===== src/rtl/riscv_pipe_pkg.sv =====
// Shared definitions for the 5-stage RISC-V pipeline stage registers:
// default widths, the canonical NOP, skid-buffer states and the IF/ID payload.
package riscv_pipe_pkg;

  localparam int XLEN_DEFAULT = 32;
  localparam int ILEN_DEFAULT = 32;

  // addi x0, x0, 0
  localparam logic [31:0] NOP_INSTR = 32'h0000_0013;

  typedef enum logic [1:0] {
    EMPTY = 2'd0,
    FULL  = 2'd1,
    SKID  = 2'd2
  } skid_state_e;

  typedef struct packed {
    logic [XLEN_DEFAULT-1:0] pc;
    logic [ILEN_DEFAULT-1:0] instr;
  } if_id_t;

endpackage


===== src/rtl/pipe_data_reg.sv =====
// Width-parameterised enable register with asynchronous active-low reset,
// used for the payload slots of pipeline skid buffers.
module pipe_data_reg #(
  parameter int W = 64
) (
  input  logic         clk,
  input  logic         rst_n,
  input  logic         en,
  input  logic [W-1:0] d,
  output logic [W-1:0] q
);

  always_ff @(posedge clk or negedge rst_n) begin
    if (!rst_n) begin
      q <= '0;
    end else if (en) begin
      q <= d;
    end
  end

endmodule


===== src/rtl/if_id_skid_reg.sv =====
// IF/ID boundary register with a 2-entry skid buffer and registered in_ready.
// Optional macro IF_ID_STALL_CNT_EN adds a saturating decode-stall counter.
//
// Handshake: a transfer happens on a side in any cycle where valid && ready
// are both high at the rising edge; valid never waits on ready, and flush
// overrides both sides' transfers in the cycle it is asserted.
module if_id_skid_reg
  import riscv_pipe_pkg::*;
#(
  parameter int XLEN = XLEN_DEFAULT,
  parameter int ILEN = ILEN_DEFAULT
) (
  input  logic            clk,
  input  logic            rst_n,
  input  logic            flush,
  input  logic            in_valid,
  output logic            in_ready,
  input  logic [XLEN-1:0] in_pc,
  input  logic [ILEN-1:0] in_instr,
  output logic            out_valid,
  input  logic            out_ready,
  output logic [XLEN-1:0] out_pc,
  output logic [ILEN-1:0] out_instr,
`ifdef IF_ID_STALL_CNT_EN
  output logic [31:0]     stall_cnt,
`endif
  output skid_state_e     state_dbg
);

  localparam int PW = XLEN + ILEN;

  skid_state_e   state_q, state_d;
  logic          in_ready_q;
  logic          main_en, skid_en;
  logic [PW-1:0] in_payload, main_d, main_q, skid_q;

  assign in_payload = {in_pc, in_instr};

  always_comb begin
    state_d = state_q;
    main_en = 1'b0;
    skid_en = 1'b0;
    main_d  = in_payload;
    if (flush) begin
      state_d = EMPTY;
    end else begin
      case (state_q)
        EMPTY: begin
          if (in_valid) begin
            main_en = 1'b1;
            state_d = FULL;
          end
        end
        FULL: begin
          if (in_valid && out_ready) begin
            main_en = 1'b1;
          end else if (in_valid) begin
            skid_en = 1'b1;
            state_d = SKID;
          end else if (out_ready) begin
            state_d = EMPTY;
          end
        end
        SKID: begin
          if (out_ready) begin
            main_en = 1'b1;
            main_d  = skid_q;
            state_d = FULL;
          end
        end
        default: state_d = EMPTY;
      endcase
    end
  end

  always_ff @(posedge clk or negedge rst_n) begin
    if (!rst_n) begin
      state_q    <= EMPTY;
      in_ready_q <= 1'b1;
    end else begin
      state_q    <= state_d;
      in_ready_q <= (state_d != SKID);
    end
  end

  pipe_data_reg #(.W(PW)) u_main (
    .clk   (clk),
    .rst_n (rst_n),
    .en    (main_en),
    .d     (main_d),
    .q     (main_q)
  );

  pipe_data_reg #(.W(PW)) u_skid (
    .clk   (clk),
    .rst_n (rst_n),
    .en    (skid_en),
    .d     (in_payload),
    .q     (skid_q)
  );

  // Stale payload is masked so decode only ever sees a NOP bubble when idle.
  assign in_ready  = in_ready_q;
  assign out_valid = (state_q != EMPTY);
  assign out_pc    = out_valid ? main_q[PW-1:ILEN] : '0;
  assign out_instr = out_valid ? main_q[ILEN-1:0] : ILEN'(NOP_INSTR);
  assign state_dbg = state_q;

`ifdef IF_ID_STALL_CNT_EN
  always_ff @(posedge clk or negedge rst_n) begin
    if (!rst_n) begin
      stall_cnt <= '0;
    end else if (out_valid && !out_ready && (stall_cnt != 32'hFFFF_FFFF)) begin
      stall_cnt <= stall_cnt + 32'd1;
    end
  end
`endif

endmodule


===== config.mk =====
export PLATFORM = sky130hd
export DESIGN_NAME = if_id_skid_reg
export DESIGN_NICKNAME = d
export VERILOG_FILES = /design/src/rtl/riscv_pipe_pkg.sv /design/src/rtl/pipe_data_reg.sv /design/src/rtl/if_id_skid_reg.sv
export SDC_FILE = /design/constraint.sdc
export NUM_CORES = 1
export LEC_CHECK = 0
export ABC_AREA = 1
export ABC_CLOCK_PERIOD_IN_PS = 2530
export BUFFER_PORTS_ARGS = -buffer_cell sky130_fd_sc_hd__buf_4
export CAP_MARGIN = 20
export CORE_MARGIN = 5
export CORE_UTILIZATION = 50
export CTS_CLUSTER_DIAMETER = 150
export DETAILED_ROUTE_END_ITERATION = 12
export HOLD_SLACK_MARGIN = 0.15
export PLACE_DENSITY = 0.74
export SYNTH_ARGS = -nofsm -noshare
export SYNTH_HDL_FRONTEND = slang
export SYNTH_HIERARCHICAL = 1
export SYNTH_SLANG_ARGS = --single-unit

===== constraint.sdc =====
create_clock -name clk -period 2.53 [get_ports clk]
set_input_delay 0.506 -clock clk [delete_from_list [all_inputs] [get_ports clk]]
set_output_delay 0.506 -clock clk [all_outputs]
set_load 0.01 [all_outputs]

* After elaboration in Yosys (flattened, before gate mapping) *
Cells that the tools add are included.

storage, ports and cells
  flip-flop bits (word level) = 131
  bits of input ports = 69
  output and inout bits = 68

cells by class
  equal/unequal tests = 3
  muxes and demuxes = 20
  reduce and logical (&&, ||, !) cells = 3

operator list
  operator                                                                number
  64-bit 2-to-1 mux                                                       3
  32-bit 2-to-1 mux                                                       2
  2-bit 2-to-1 mux                                                        6
  1-bit 2-to-1 mux                                                        7
  2-bit case mux with 3 select lines                                      1
  1-bit case mux with 3 select lines                                      1
  2-bit by 1-bit equality test with 1-bit output (second input constant)  1
  2-bit equality test (second input constant)                             1
  2-bit logical NOT                                                       1
  2-bit != test (second input constant)                                   1
  2-bit nonzero test                                                      1
  1-bit logical AND                                                       1

* Logic depth before layout (Yosys ltp) *
  depth in word-level cells = 6
  gate-level depth with buffers = 9
  depth with buffers taken out = 8

* Modules after synthesis *
The synthesis kept the hierarchy.

by module, submodules not included
  module          instances  cells each  area each (µm²)  seq. area each (µm²)
  pipe_data_reg   2          270         2446.1           1601.5
  if_id_skid_reg  1          365         1840.5           76.3

* Least setup slack after synthesis *
Ideal clock, no wire load.

  kind = reg2out
  start point = register state_q[1] (netlist: state_dbg[1])
  end point = output port out_valid
  data arrival time = 1.031 ns
  data required time = 2.024 ns
  setup slack = 0.993 ns
  cell stages (with the launch flop) = 5
  path buffers = 2
  cells stage by stage = dfrtp_1 > nor2_1 > buf_2 > buf_2 > inv_1

between the ends
  word-level cells in the longest chain between the ends = 1

RTL lines
  what                    RTL line               text
  from (decl)             if_id_skid_reg.sv:32   skid_state_e state_q, state_d;
  from (signal assigned)  if_id_skid_reg.sv:81   state_q <= state_d;
  2-bit nonzero test      if_id_skid_reg.sv:104  assign out_valid = (state_q != EMPTY);
  to (decl)               if_id_skid_reg.sv:20   output logic out_valid,

No other way between the ends.

* Worst setup path after layout *
  start point = register state_q[1] (netlist: state_dbg[1])
  end point = output port out_instr[1]

between the ends
  word-level cells in the longest chain between the ends = 2

RTL lines
  what                RTL line               text
  2-bit nonzero test  if_id_skid_reg.sv:104
  32-bit 2-to-1 mux   if_id_skid_reg.sv:106  assign out_instr = out_valid ? main_q[ILEN-1:0] : ILEN'(NOP_INSTR);
  to (decl)           if_id_skid_reg.sv:23   output logic [ILEN-1:0] out_instr,

No other way between the ends.

==> metrics <==
crit path max fanout between 60 and 70; Skew-Pair Late Insertion Delay approximately 420 ps; Peak VDD IR between 0.3 and 0.4 mV; RSZ-0062 raised after global routing no; Die W approximately 130 µm; type of origin of the critical path flip-flop; core region area 13240 µm²; GRT overflow 0; post-DP HPWL roughly 9500 µm; CTS Buf Count 17; max-slew violations 0; CTS root buf clkbuf_16; nets ~1100; crit path DAT approximately 1700 ps; setup TNS 0 ps; WL final around 15000 µm; Worst Tran Pin Value between 700 and 800 ps; Die ar. between 15000 and 20000 µm²; antenna fix cells 0; status complete, no violations; Clock Path Buffers 2; PwrDens between 700 and 800 nW/µm²; Placer Congestion between 0.7 and 0.8; Crit path required time between 2000 and 2500 ps; GRT Overall Usage 0.2009; Final setup viols 0; syn_nets 974; Post-Syn Area between 6000 and 7000 µm²; number of global-route vias before repair around 5400; Fin. Hold Viols 0; post-cts gate resize count 0; Placed Cells around 1200; Rows between 40 and 50; CTS tree built; Wirelength per Cell about 13 µm; Setup Fix Bufs, Post-CTS 0; Reg clk slew, reported paths roughly 50 ps; Avg Inst Size Synth 7.439 µm²; Fin Clk Skew between 6 and 7 ps; DRC 0; Hold WS roughly 290 ps; Worst R2R Setup Slack 520 ps; clock period minus final worst setup slack about 2200 ps; die height about 130 µm; ranking of synthesized cells by area dfrtp_1, nand2_1, inv_1; post-synth top area share 0.4832; Layout Utilization 0.6273; Via Count between 5000 and 6000; I/O pins about 140; Syn. warnings 6; htree depth 4; DR iter-0 viols approximately 320; WS Path Type flip-flop to output port; Seq/Total Area, Yosys 0.4871; Critical Path Sink Type output port; Hold Path Class input port to flip-flop; largest net degree at the start of global routing 66; Yosys cell types 17; commonest non-fill, non-tap cells in the layout nand2_1, buf_4, inv_1, dfrtp_1, nor2_1; commonest non-fill, non-tap cell in the layout nand2_1; Yosys top cell by area dfrtp_1; post-synthesis cell count around 910; first-pass GRT wire length roughly 26000 µm; f_max around 0.46 GHz; layout cells sized above 1 0.2285; DR vias/cell between 4 and 5; max_cap viols 0; # port buffers 136; Initial Utilization 0.5084; max_slew headroom 0.4949; Area Growth Syn to Fin 23.38%; Seq cells post-synth roughly 130; initial antenna violation count 0; Finished Layout Cells 1213; leakage about 4.8 nW; First-pass DRT Iterations 4; Final ANT Viol Nets 0; clk sinks about 130; fin crit share 0.8571
## final cells by class
class / instances / area (µm²)
inverters: 134 / 503.0
repair buffers: 149 / 1200
clock inverters: 5 / 50.05
fillers: 1212 / 4936
clock buffers: 25 / 505.5
multi-input cells: 593 / 2549
well taps: 176 / 220.2
flip-flops and latches: 131 / 3279
## metal layers
| layer | vias to the layer above | global-route usage | share of wire |
|---|---|---|---|
| met3 | 17 | 0.05250 | 0.052 |
| met4 | 0 | 0.06688 | 0.014 |
| li1 | 2877 | - | - |
| met1 | 2530 | 0.2590 | 0.45 |
| met2 | 122 | 0.3311 | 0.48 |
| met5 | - | 0 | 0 |
## worst max-delay path, stage by stage, from the launching register on
cell and delay (ps):
dfrtp_1 470, nor2_4 70, buf_12 200, or2_2 330, buf_4 150
## metrics by stage
step	setup slack [ps]	cell area [µm²]	total power, W
detailed placement	615.4	7741	0.004098
CTS	356.0	8307	0.006430
global route	308.1	8307	0.006754
global placement	653.6	7741	0.004037
finish	361.6	8307	0.006364
floorplan	992.7	6733	0.003619
## synth_stat cells
library cell and n:
nand2_1 455, inv_1 132, dfrtp_1 130, nor2_1 64, o21ai_2 53, buf_2 18, buf_6 13, clkbuf_8 12
o21ai_1 11, a21oi_1 3, buf_4 3, nand3_1 3, or2_2 3, inv_2 2, clkbuf_1 1, dfstp_2 1
nand4_1 1
## registers in the layout (all words and copies together), names as in the netlist
name       count
in_ready       1
state_dbg      2
u_main/q      64
u_skid/q      64
## path summary, 6_finish.rpt
kind | startpoint | endpoint | depth (start not counted)
min in group asynchronous | rst_n | u_main/q[28] | 2
max | state_dbg[1] | out_instr[1] | 4
max reg2reg | state_dbg[0] | u_main/q[34] | 7
max in group asynchronous | rst_n | in_ready | 3
min | flush | state_dbg[0] | 2
min reg2reg | u_main/q[4] | u_main/q[4] | 2
## cell families (layout without fill, tap and decap cells)
family	after synthesis	count (layout)	synth area share
DFF	131	131	0.4871
and+or+nand+nor	526	526	0.2953
buffers and inverters	181	313	0.1383
AOI/OAI and AO/OA	67	67	0.07935
## where the power goes
group          leakage (nW)  internal [W]  switching [W]
logic                  2.86      0.000509       0.000732
clock network         0.279       0.00146       0.000841
registers              1.65       0.00257       0.000248
## timing repair
item                       in CTS  in global routing
setup endpoints to repair       0                  0
hold endpoints to repair       51                  0
hold buffers                    1                  0
No activity file was read; power rests on OpenSTA's default activity.
